<file path="config.mk">
export PLATFORM = sky130hd
export DESIGN_NAME = uart_num_formatter
export DESIGN_NICKNAME = d
export VERILOG_FILES = /design/src/rtl/uart_pkg.sv /design/src/rtl/bin2bcd_seq.sv /design/src/rtl/uart_num_formatter.sv
export SDC_FILE = /design/constraint.sdc
export NUM_CORES = 1
export LEC_CHECK = 0
export BUFFER_PORTS_ARGS = -buffer_cell sky130_fd_sc_hd__clkbuf_2
export CAP_MARGIN = 20
export CORE_MARGIN = 1
export CORE_UTILIZATION = 40
export CTS_CLUSTER_DIAMETER = 60
export DETAILED_ROUTE_END_ITERATION = 12
export PLACE_DENSITY = 0.56
export SYNTH_ARGS = -nofsm -noshare
export SYNTH_HDL_FRONTEND = slang
export SYNTH_SLANG_ARGS = --single-unit
</file>
<file path="constraint.sdc">
create_clock -name clk -period 2 [get_ports clk]
set_clock_uncertainty 0.2 [all_clocks]
set_input_delay 0.2 -clock clk [delete_from_list [all_inputs] [get_ports clk]]
set_output_delay 0.2 -clock clk [all_outputs]
set_load 0.05 [all_outputs]
</file>
<file path="src/rtl/uart_pkg.sv">
// Shared constants and state encodings for the decimal telemetry formatter.
package uart_pkg;

  localparam logic [7:0] ASCII_ZERO = 8'h30;
  localparam logic [7:0] ASCII_LF   = 8'h0A;
  localparam logic [7:0] ASCII_CR   = 8'h0D;

  typedef enum logic [2:0] {
    IDLE,
    CONVERT,
    FIND_MSD,
    LOAD,
    WAIT
  } fmt_state_t;

  typedef enum logic [1:0] {
    PH_DIGIT,
    PH_LF,
    PH_CR
  } fmt_phase_t;

endpackage

</file>
<file path="src/rtl/bin2bcd_seq.sv">
// Sequential double-dabble converter: one shift per cycle, DATA_WIDTH cycles per
// conversion, single-cycle done pulse with the result held until the next start.
module bin2bcd_seq
  import uart_pkg::*;
#(
  parameter int unsigned DATA_WIDTH = 16,
  parameter int unsigned NUM_DIGITS = 5
) (
  input  logic                    clk,
  input  logic                    reset,
  input  logic                    start_i,
  input  logic [DATA_WIDTH-1:0]   bin_i,
  output logic                    done_o,
  output logic [4*NUM_DIGITS-1:0] bcd_o
);

  localparam int unsigned BCD_W = 4 * NUM_DIGITS;
  localparam int unsigned CNT_W = $clog2(DATA_WIDTH + 1);

  logic [DATA_WIDTH-1:0] shift_q, shift_d;
  logic [BCD_W-1:0]      bcd_q, bcd_d, adj;
  logic [CNT_W-1:0]      cnt_q, cnt_d;
  logic                  run_q, run_d;
  logic                  done_q, done_d;

  // Add-3 on every nibble >= 5, then shift the next binary bit into BCD bit 0
  always_comb begin
    adj     = bcd_q;
    shift_d = shift_q;
    bcd_d   = bcd_q;
    cnt_d   = cnt_q;
    run_d   = run_q;
    done_d  = 1'b0;
    for (int i = 0; i < int'(NUM_DIGITS); i++) begin
      if (bcd_q[4*i +: 4] >= 4'd5) adj[4*i +: 4] = bcd_q[4*i +: 4] + 4'd3;
    end
    if (start_i) begin
      shift_d = bin_i;
      bcd_d   = '0;
      cnt_d   = CNT_W'(DATA_WIDTH);
      run_d   = 1'b1;
    end else if (run_q) begin
      bcd_d   = (adj << 1) | BCD_W'(shift_q[DATA_WIDTH-1]);
      shift_d = shift_q << 1;
      cnt_d   = cnt_q - CNT_W'(1);
      if (cnt_q == CNT_W'(1)) begin
        run_d  = 1'b0;
        done_d = 1'b1;
      end
    end
  end

  always_ff @(posedge clk) begin
    if (reset) begin
      shift_q <= '0;
      bcd_q   <= '0;
      cnt_q   <= '0;
      run_q   <= 1'b0;
      done_q  <= 1'b0;
    end else begin
      shift_q <= shift_d;
      bcd_q   <= bcd_d;
      cnt_q   <= cnt_d;
      run_q   <= run_d;
      done_q  <= done_d;
    end
  end

  assign done_o = done_q;
  assign bcd_o  = bcd_q;

endmodule

</file>
<file path="src/rtl/uart_num_formatter.sv">
// Prints an unsigned sample as decimal ASCII (leading zeros suppressed, optional
// LF/CR) one byte at a time over the uart_tx start/din/done handshake.
module uart_num_formatter
  import uart_pkg::*;
#(
  parameter int unsigned DATA_WIDTH = 16,
  parameter int unsigned NUM_DIGITS = 5,
  parameter bit          APPEND_EOL = 1'b1
) (
  input  logic                  clk,
  input  logic                  reset,
  input  logic [DATA_WIDTH-1:0] value,
  input  logic                  value_valid,
  output logic                  value_ready,
  output logic                  busy,
  output logic                  tx_start,
  output logic [7:0]            tx_data,
  input  logic                  tx_done
);

  localparam int unsigned IDX_W = (NUM_DIGITS > 1) ? $clog2(NUM_DIGITS) : 1;

  fmt_state_t                   state_q, state_d;
  fmt_phase_t                   phase_q, phase_d;
  logic [IDX_W-1:0]             idx_q, idx_d, idx_prev, msd;
  logic                         tx_start_q, tx_start_d;
  logic [7:0]                   tx_data_q, tx_data_d;
  logic                         ready_q, ready_d;
  logic                         busy_q, busy_d;
  logic                         conv_start;
  logic                         conv_done;
  logic [4*NUM_DIGITS-1:0]      bcd;
  logic [NUM_DIGITS-1:0][3:0]   digits;

  assign conv_start = value_valid && ready_q;
  assign digits     = bcd;
  assign idx_prev   = idx_q - IDX_W'(1);

  bin2bcd_seq #(
    .DATA_WIDTH (DATA_WIDTH),
    .NUM_DIGITS (NUM_DIGITS)
  ) u_bin2bcd (
    .clk     (clk),
    .reset   (reset),
    .start_i (conv_start),
    .bin_i   (value),
    .done_o  (conv_done),
    .bcd_o   (bcd)
  );

  // Highest nonzero digit; stays 0 for an all-zero result so "0" is printed
  always_comb begin
    msd = '0;
    for (int i = 0; i < int'(NUM_DIGITS); i++) begin
      if (digits[i] != 4'd0) msd = IDX_W'(i);
    end
  end

  always_comb begin
    state_d    = state_q;
    phase_d    = phase_q;
    idx_d      = idx_q;
    tx_start_d = 1'b0;
    tx_data_d  = tx_data_q;
    case (state_q)
      IDLE:     if (value_valid) state_d = CONVERT;
      CONVERT:  if (conv_done) state_d = FIND_MSD;
      FIND_MSD: begin
        idx_d      = msd;
        phase_d    = PH_DIGIT;
        tx_data_d  = ASCII_ZERO + {4'h0, digits[msd]};
        tx_start_d = 1'b1;
        state_d    = LOAD;
      end
      LOAD:     state_d = WAIT;
      WAIT: begin
        if (tx_done) begin
          state_d    = LOAD;
          tx_start_d = 1'b1;
          if (phase_q == PH_DIGIT && idx_q != '0) begin
            idx_d     = idx_prev;
            tx_data_d = ASCII_ZERO + {4'h0, digits[idx_prev]};
          end else if (phase_q == PH_DIGIT && APPEND_EOL) begin
            phase_d   = PH_LF;
            tx_data_d = ASCII_LF;
          end else if (phase_q == PH_LF) begin
            phase_d   = PH_CR;
            tx_data_d = ASCII_CR;
          end else begin
            state_d    = IDLE;
            tx_start_d = 1'b0;
            tx_data_d  = 8'h00;
          end
        end
      end
      default:  state_d = IDLE;
    endcase
    ready_d = (state_d == IDLE);
    busy_d  = !ready_d;
  end

  always_ff @(posedge clk) begin
    if (reset) begin
      state_q    <= IDLE;
      phase_q    <= PH_DIGIT;
      idx_q      <= '0;
      tx_start_q <= 1'b0;
      tx_data_q  <= 8'h00;
      ready_q    <= 1'b1;
      busy_q     <= 1'b0;
    end else begin
      state_q    <= state_d;
      phase_q    <= phase_d;
      idx_q      <= idx_d;
      tx_start_q <= tx_start_d;
      tx_data_q  <= tx_data_d;
      ready_q    <= ready_d;
      busy_q     <= busy_d;
    end
  end

  assign value_ready = ready_q;
  assign busy        = busy_q;
  assign tx_start    = tx_start_q;
  assign tx_data     = tx_data_q;

endmodule

</file>
==> results.ini, run 1 <==
[final_layout]
postLayoutCellArea_um2 = 4090
layout_commonest_cell = dfxtp_1
finalNetCount = 483
post-route-util_pct = 52.4
antenna_cells = 0
drive_gt1_share_pct = 19.4
area_growth_pct = 24.7
mostFrequentLayoutCells = dfxtp_1 (57), nor2_1 (41), a21oi_1 (29), mux2i_1 (28), clkbuf_2 (28)

[worst_setup_path]
cp_max_fo = 4
crit_path_end_kind = flip-flop
cp.arrival_ps = 1940
worstSetupStartpoint = u_bin2bcd.bcd_o[13]
required_ps = 2030
worst_setup_path_start_kind = flip-flop
worst-setup-path-type = reg2reg
r2r_start = u_bin2bcd.bcd_o[13]

[routing]
routedWlPerCell_um = 13.6
wirelength_um = 7540
drtPass1Iterations = 4
ant_nets = 0
vias = 2923
drcViolationCount = 0
dr.first_iter.drc_count = 94
vias_per_cell = 5.27

[clock_tree]
path_clk_slew_ps = 80
htree_levels = 3
cts_root_buf = clkbuf_8
cts_setup_buffers = 0
insertion_delay_ps = 350
cts_num_sinks = 59
numCtsBuffers = 9
cts_tree = done
cts_buffer_depth = 2

[yosys]
ys_seq_area_share_pct = 36.0
synth_top_cell_by_area = dfxtp_1
ys_warn_count = 0
synth_area_um2 = 3280
synthCells = 387
yosysTopAreaCellShare_pct = 36.0
synth_edf_count = 0
synth-main-ff-cell = dfxtp_1
async_flop_share_pct = 0
synth.area.top_cells = dfxtp_1 (36%), mux2i_1 (8.6%), ha_1 (5.7%)
ys_types = 48
ys_seq_elements = 59
syn_avg_cell_area_um2 = 8.47

[power]
clockPowerShare_pct = 43.1
seqPwrFrac_pct = 46.3
finalPower_w = 0.00270
comb_power_share_pct = 10.5
p_sw_w = 0.000754
swShare_pct = 27.9
p_leak_nw = 1.60
cellPowerDensity_nw_per_um2 = 661
ir_drop_mv = 0.354
internal-power_w = 0.00195

[global_routing]
grt_pass1_wl_um = 12900
track_usage_pct = 19.1
antenna_found_initial = 0
grt_pass1_vias = 2801
grt_max_degree = 24
grt_overflow = 0

[status]
run_status = finished clean

[sta]
maxSlewViolCount = 0
hold_viol_final = 0
fin_crit_sh_pct = 95.4
fin_setup_tns_ps = 0
rsz0062_at_grt = true
fmaxAchievable_ghz = 0.524
setup_viol = 0
min_period_ps = 1910

[placed_design]
hpwl_um = 5230
gp_congestion = 0.903
dpl_cell_area_um2 = 3660
portBuffers = 28

[hold_path]
hp-class = in2reg
min_from = value_valid

[floorplan]
die_area_um2 = 8560
die_h_um = 92.5
fp.dieW_um = 92.5
ios = 31
initial_core_util_pct = 42.0
core-area_um2 = 7810
row_count = 32

[run]
maxCapViolCount = 0

cell usage after synthesis (3+ instances only):
cell type   n
buf_2       4
a21o_1      7
o211ai_1    8
inv_1      21
nand2b_1    9
nor3_1      3
nand3_1    15
a211oi_1   17
mux4_2      4
o21ai_0    22
mux2i_1    28
ha_1       15
and3b_1     3
nand2_1    24
buf_4       3
a31oi_1     4
clkbuf_1   15
dfxtp_1    59
a21oi_1    31
and3_1      3
nor3b_1     4
nor2_1     41
xnor2_1    12
kinds of logic after synthesis:
family / after synthesis / synth area share [%]
and+or+nand+nor: 118 / 17.9
xor gates and xnor gates: 14 / 3.74
muxes: 32 / 11.3
other: 1 / 0.114
buffers and inverters: 46 / 5.80
adders and majority gates: 15 / 5.73
AOI/OAI and AO/OA: 102 / 19.3
DFF: 59 / 36.0
per-stage QoR:
step	hold WS, ps	cells	worst slack [ps]
floorplan	101	388	-12.6
global placement	246	520	74.3
detailed placement	247	520	58.2
CTS	84.3	555	41.3
global route	137	555	-6.96
finish	97.4	555	92.8
critical path, cell delays in order (launching register included):
cell,delay [ps]
dfxtp_1,310
inv_1,110
ha_2,220
or3b_4,410
nor3_2,200
a221oi_2,50
a21oi_1,180
o211ai_1,90
worst paths after layout:
kind | endpoint | slack [ps] | depth (start not counted)
worst max-delay path | tx_data[1] | 90 | 7
worst min-delay path | state_q[0] | 100 | 4
worst max register to register | tx_data[1] | 90 | 7
worst min register to register | tx_data[0] | 260 | 2
layout make-up:
type | count | area (um2)
fillers | 733 | 3720
clock buffers | 9 | 124
clock inverters | 7 | 82.6
multi-input cells | 283 | 1950
inverters | 21 | 78.8
flip-flops and latches | 59 | 1180
well taps | 102 | 128
repair buffers | 74 | 546
power groups by stage:
| stage | Clock, W | Combinational, W | Sequential, W |
|---|---|---|---|
| final | 0.00117 | 0.000284 | 0.00125 |
| after global routing | 0.00124 | 0.000317 | 0.00126 |
| after CTS | 0.00119 | 0.000287 | 0.00125 |
| after global placement | 0 | 0.000255 | 0.00128 |
| after detailed placement | 0 | 0.000257 | 0.00128 |
| after floorplan | 0 | 0.000181 | 0.00128 |
routing by layer:
layer	up-vias	GRT usage [%]	wire [um]	part of all wire [%]
met5	-	0	0	0
met4	0	8.59	126	1.7
met3	10	3.20	319	4.2
met2	62	31.1	3450	46
met1	1350	24.6	3640	48
li1	1501	-	-	-
flip-flops by register name (all words and copies together), names as in the netlist, 2 cells and up:
name               cells
u_bin2bcd.bcd_o       20
phase_q                2
u_bin2bcd.shift_q     16
u_bin2bcd.cnt_q        5
state_q                3
tx_data                5
idx_q                  3
timing repair:
item	4_1_cts	5_1_grt
endpoints found under the setup margin	0	6
resized for setup	0	9
hold buffers	19	0
endpoints found under the hold margin	24	0
No activity file was read; power rests on OpenSTA's default activity.
==> run 2: changes to the inputs <==
--- a/config.mk
+++ b/config.mk
@@ -11,6 +11,7 @@
 export CORE_UTILIZATION = 40
 export CTS_CLUSTER_DIAMETER = 60
 export DETAILED_ROUTE_END_ITERATION = 12
+export GPL_TIMING_DRIVEN = 0
 export PLACE_DENSITY = 0.56
 export SYNTH_ARGS = -nofsm -noshare
 export SYNTH_HDL_FRONTEND = slang
==> run 2 against run 1 <==
Effect of this change: the run now ends with negative setup slack left; routed wire length increased by 9.4%; via count increased by 2.3%; die area unchanged; global-route usage increased by 2.1 points; final area increased by 2.8%; register-to-register slack got worse by 110 ps; critical path depth unchanged; maximum frequency decreased by 5.5%; setup slack got worse by 110 ps; sequential power about the same; combinational power increased by 4%; first-iteration DRC count increased by 60%; largest power group unchanged.
==> results.ini, run 2 (synthesis results as in run 1) <==
[status]
run_status = finished with violations
violations = negative setup slack

[floorplan]
die_area_um2 = 8560  ; unchanged
ios = 31  ; unchanged
die_h_um = 92.5  ; unchanged
core-area_um2 = 7810  ; unchanged
fp.dieW_um = 92.5  ; unchanged
row_count = 32  ; unchanged
initial_core_util_pct = 42.0  ; unchanged

[sta]
hold_viol_final = 0  ; unchanged
setup_viol = 1  ; +1
fin_ws_ps = -19.1  ; -112 ps
maxSlewHeadroom_pct = 56.1
min_period_ps = 2020  ; +112 ps
worstMarginPinSlew_ps = 658
rsz0062_at_grt = true
maxSlewViolCount = 0  ; unchanged
fmaxAchievable_ghz = 0.495  ; -5.5%
fin_crit_sh_pct = 101  ; +5.6 points

[clock_tree]
htree_levels = 3  ; unchanged
cts_num_sinks = 59  ; unchanged
cts_buffer_depth = 2  ; unchanged
cts_tree = done
numCtsBuffers = 9  ; unchanged
insertion_delay_ps = 360  ; about the same
path_clk_slew_ps = 80  ; about the same
cts_root_buf = clkbuf_8

[worst_setup_path]
cp.arrival_ps = 2100  ; +160 ps
r2r_cells = 7  ; unchanged
worst-setup-path-type = reg2reg
slowest_delay_ps = 410  ; about the same
crit_path_end_kind = flip-flop
rrSetupSlack_ps = -20  ; -110 ps
slowest_stage = or3b_4
cp_cell_sequence = inv_2 -> ha_4 -> or3b_4 -> mux2i_2 -> a221oi_4 -> a21oi_2 -> o211ai_1
r2r_start = u_bin2bcd.bcd_o[4]
worst_setup_path_start_kind = flip-flop
rr_endpoint = tx_data[1]
required_ps = 2080  ; +50 ps
cp_max_fo = 5  ; +1

[global_routing]
grt_overflow = 0  ; unchanged
grt_pass1_vias = 2904  ; +3.7%
grt_max_degree = 14  ; -42%
grt_pass1_wl_um = 14000  ; +8.7%
antenna_found_initial = 0  ; unchanged
track_usage_pct = 21.2  ; +2.1 points

[final_layout]
area_growth_pct = 28.2
layout_commonest_cell = dfxtp_1
antenna_cells = 0  ; unchanged
mostFrequentLayoutCells = dfxtp_1 (52), nor2_1 (41), clkbuf_2 (30), a21oi_1 (28), mux2i_1 (27)
postLayoutCellArea_um2 = 4200  ; +2.8%
stdcell_count = 563  ; +1.4%
finalNetCount = 491  ; +1.7%
drive_gt1_share_pct = 21.7  ; +2.3 points
largest_reg_flops = 20  ; unchanged

[power]
ir_drop_mv = 0.441  ; +24%
cellPowerDensity_nw_per_um2 = 647  ; -2.1%
p_leak_nw = 1.62  ; +1.5%

[routing]
routedWlPerCell_um = 14.6  ; +7.9%
vias_per_cell = 5.31  ; +0.87%
wirelength_um = 8240  ; +9.4%
dr.first_iter.drc_count = 150  ; +60%
ant_nets = 0  ; unchanged
vias = 2991  ; +2.3%
drcViolationCount = 0  ; unchanged
drtPass1Iterations = 4  ; unchanged

[hold_path]
min_to = tx_data[1]
hp-class = in2reg
hold_path_depth = 4  ; unchanged
min_from = reset

[placed_design]
gp_congestion = 0.819  ; -9.4%
portBuffers = 28  ; unchanged
dpl_cell_area_um2 = 3560  ; -2.6%
hpwl_um = 5570  ; +6.4%
dpl_worst_slack_ps = -286  ; -344 ps
dp.cells = 518  ; -0.38%

[run]
maxCapViolCount = 0  ; unchanged

## run 2: changes by cell type in the layout (fill, tap and decap cells not counted), sizes merged
cell and delta:
buf -6, clkbuf +15, clkinv +1, dlygate4sd3 -1
inv -1
## run 2: per-layer routing
metal / wire length, um / track usage, % / vias up
met5: 0 / 0 / -
met4: 184 / 8.20 / 0
met3: 336 / 5.01 / 16
met2: 3870 / 33.5 / 60
met1: 3850 / 27.7 / 1401
li1: - / - / 1514
## run 2: worst max-delay path by stage
stage                             start         end  depth (start not counted)
floorplan                      idx_q[0]  tx_data[3]                          9
global placement    u_bin2bcd.bcd_o[17]  tx_data[2]                          7
detailed placement  u_bin2bcd.bcd_o[17]  tx_data[2]                          7
CTS                            idx_q[0]  tx_data[0]                          9
global route         u_bin2bcd.bcd_o[4]  tx_data[1]                          7
finish               u_bin2bcd.bcd_o[4]  tx_data[1]                          7
## run 2: through the flow
step,utilization [%],power (W),hold WS (ps),TNS [ps]
final,53.8,0.00272,53.0,-19.1
after detailed placement,45.6,0.00155,252,-1500
after floorplan,-,0.00146,101,-12.6
after global placement,45.6,0.00154,243,-1450
after CTS,51.8,0.00274,47.2,0
after global routing,53.8,0.00284,94.4,-210
## run 2: repair_timing
item / 4_1_cts / 5_1_grt
pin swaps: 1 / 9
setup endpoints to repair: 7 / 8
buffers inserted: 3 / 8
gates resized for setup: 20 / 27
endpoints found under the hold margin: 17 / 0
hold buffers: 18 / 0
## run 2: cell type report
type | count | area [um2]
Tap cell | 102 | 128
Timing Repair Buffer | 57 | 403
Clock inverter | 7 | 85.1
Clock buffer | 9 | 124
Fill cell | 739 | 3610
Buffer | 25 | 133
Sequential cell | 59 | 1200
Inverter | 21 | 78.8
Multi-Input combinational cell | 283 | 2050
## run 2: critical path, delay by kind of cell, from the launching register on
kind            cells  cell delay [ps]
fa+ha+maj           1              150
compound gates      3              560
mux                 1              190
buf+inv             1               80
flops               1              360
simple gates        1              410
## run 2: power breakdown
part	total (W)	switching, W	internal, W
Sequential	0.00125	0.0000287	0.00122
Clock	0.00118	0.000581	0.000599
Combinational	0.000294	0.000169	0.000125
Total	0.00272	0.000779	0.00194
==> run 3: changes to the inputs <==
--- a/config.mk
+++ b/config.mk
@@ -12,6 +12,7 @@
 export CTS_CLUSTER_DIAMETER = 60
 export DETAILED_ROUTE_END_ITERATION = 12
 export GPL_TIMING_DRIVEN = 0
+export MAX_ROUTING_LAYER = met4
 export PLACE_DENSITY = 0.56
 export SYNTH_ARGS = -nofsm -noshare
 export SYNTH_HDL_FRONTEND = slang
==> run 3 against run 2 <==
Effect of this change: the run still ends with negative setup slack left; routed wire length up 0.57%; first-iteration DRC count down 9.3%; final cell count unchanged; via count down 0.84%; sequential power about the same; maximum frequency down 0.11%; setup slack worse by 2.3 ps; sequential share of layout area unchanged; critical path type unchanged.
==> results.ini, run 3 (synthesis results as in run 1) <==
[status]
run_status = finished with violations
violations = negative setup slack

[routing]
dr_wl_met2_um = 3900  ; +0.65%
dr.first_iter.drc_count = 136  ; -9.3%
routedWlPerCell_um = 14.7  ; +0.57%
drcViolationCount = 0  ; unchanged
drtPass1Iterations = 4  ; unchanged
vias = 2966  ; -0.84%
ant_nets = 0  ; unchanged
wirelength_um = 8290  ; +0.57%
top_layer_used = met4
vias_per_cell = 5.27  ; -0.84%
wl_met1_um = 3980  ; +3.2%
met3RoutedLength_um = 235  ; -30%

[worst_setup_path]
cp_max_fo = 5  ; unchanged
worst_setup_path_start_kind = flip-flop
slowest_delay_ps = 410  ; about the same
cp_num_buf_inv = 1  ; unchanged
worst-setup-path-type = reg2reg
crit_path_end_kind = flip-flop
cp.arrival_ps = 2110  ; about the same
slowest_stage = or3b_4
crit_family = compound AO/OA/AOI/OAI gates
rrSetupSlack_ps = -20  ; about the same
required_ps = 2090  ; about the same
cp_cell_sequence = inv_2 -> ha_4 -> or3b_4 -> mux2i_2 -> a221oi_4 -> a21oi_2 -> o211ai_1

[sta]
rsz0062_at_grt = true
maxSlewHeadroom_pct = 55.5  ; -0.61 points
setup_viol = 1  ; unchanged
fin_crit_sh_pct = 101  ; +0.11 points
worstMarginPinSlew_ps = 668  ; +9.15 ps
min_period_ps = 2020  ; +2.26 ps
fin_ws_ps = -21.3  ; -2.26 ps
fmaxAchievable_ghz = 0.495  ; -0.11%
maxSlewViolCount = 0  ; unchanged
hold_viol_final = 0  ; unchanged
fin_setup_tns_ps = -21.3  ; -2.26 ps

[final_layout]
antenna_cells = 0  ; unchanged
fillCellCount = 739  ; unchanged
area_growth_pct = 28.2  ; unchanged
mostFrequentLayoutCells = dfxtp_1 (52), nor2_1 (41), clkbuf_2 (30), a21oi_1 (28), mux2i_1 (27)
layout_commonest_cell = dfxtp_1
post-route-util_pct = 53.8  ; unchanged
largest_reg_flops = 20  ; unchanged
drive_gt1_share_pct = 21.7  ; unchanged
finalNetCount = 491  ; unchanged

[clock_tree]
cts_num_sinks = 59  ; unchanged
insertion_delay_ps = 360  ; about the same
cts_root_buf = clkbuf_8
htree_levels = 3  ; unchanged
path_clk_slew_ps = 80  ; about the same
numCtsBuffers = 9  ; unchanged
cts_buffer_depth = 2  ; unchanged
cts_tree = done

[global_routing]
track_usage_pct = 21.8  ; +0.61 points
grt_pass1_vias = 2908  ; +0.14%
grt_max_degree = 14  ; unchanged
grt_overflow = 0  ; unchanged
grt_pass1_wl_um = 14100  ; about the same
antenna_found_initial = 0  ; unchanged

[power]
seqPwrFrac_pct = 45.8  ; about the same
ir_drop_mv = 0.440  ; -0.12%
swShare_pct = 28.7  ; about the same
comb_power_share_pct = 10.8  ; about the same
internal-power_w = 0.00194  ; about the same
clockPowerShare_pct = 43.4  ; about the same
p_leak_nw = 1.62  ; unchanged
p_sw_w = 0.000780  ; about the same
cellPowerDensity_nw_per_um2 = 647  ; about the same

[floorplan]
die_area_um2 = 8560  ; unchanged
die_h_um = 92.5  ; unchanged
ios = 31  ; unchanged
initial_core_util_pct = 42.0  ; unchanged
row_count = 32  ; unchanged
core-area_um2 = 7810  ; unchanged
fp.dieW_um = 92.5  ; unchanged

[placed_design]
gp_congestion = 0.831  ; +1.5%
hpwl_um = 5570  ; unchanged
dpl_worst_slack_ps = -286  ; unchanged
portBuffers = 28  ; unchanged

[run]
maxCapViolCount = 0  ; unchanged

[hold_path]
hp-class = in2reg

==> run 3: cell counts in the layout (fill, tap and decap cells not counted) <==
No cell type changed its count.
==> run 3: metal layers <==
metal,GRT usage (%),vias to the layer above
li1,-,1513
met1,27.8,1386
met3,4.93,17
met4,8.20,0
met5,-,-
met2,33.5,50
==> run 3: timing repair <==
action,CTS,global route
hold buffers,18,0
pin swaps,1,9
gates cloned,0,0
endpoints found under the setup margin,7,8
hold endpoints to repair,17,0
buffers inserted,3,8
gates resized for setup,20,27
==> run 3: through the flow <==
step                      hold WS (ps)  std cells  instance area (um2)  total power, W
final                             54.7        563                 4200         0.00272
after global routing              94.4        563                 4200         0.00284
after CTS                         47.2        555                 4050         0.00274
after detailed placement           252        518                 3560         0.00155
after global placement             243        518                 3560         0.00154
after floorplan                    101        388                 3300         0.00146
==> run 3: worst register-to-register path, cell delays in order, from the launching register on <==
cell and delay, ps:
dfxtp_4 360, inv_2 80, ha_4 150, or3b_4 410, mux2i_2 190, a221oi_4 310, a21oi_2 100, o211ai_1 160
==> run 3: worst paths after layout <==
path	startpoint	endpoint	depth (start not counted)
worst max-delay path	u_bin2bcd.bcd_o[4]	tx_data[1]	7
worst min register to register	tx_data[0]	tx_data[0]	2
worst min-delay path	reset	tx_data[3]	4
worst max register to register	u_bin2bcd.bcd_o[4]	tx_data[1]	7
==> run 3: cell type report <==
class                   count  area (um2)  share of cell area, %
multi-input cells         283        2050                   48.8
repair buffers             57         403                   9.59
flip-flops and latches     59        1200                   28.6
well taps                 102         128                   3.04
plain buffers              25         133                   3.16
clock inverters             7        85.1                   2.03
inverters                  21        78.8                   1.88
clock buffers               9         124                   2.95
==> run 3: power by group through the flow <==
stage               clock (W)  sequential (W)  combinational, W
CTS                   0.00119         0.00125          0.000297
floorplan                   0         0.00128          0.000181
finish                0.00118         0.00125          0.000294
global route          0.00126         0.00125          0.000328
global placement            0         0.00128          0.000266
detailed placement          0         0.00128          0.000268
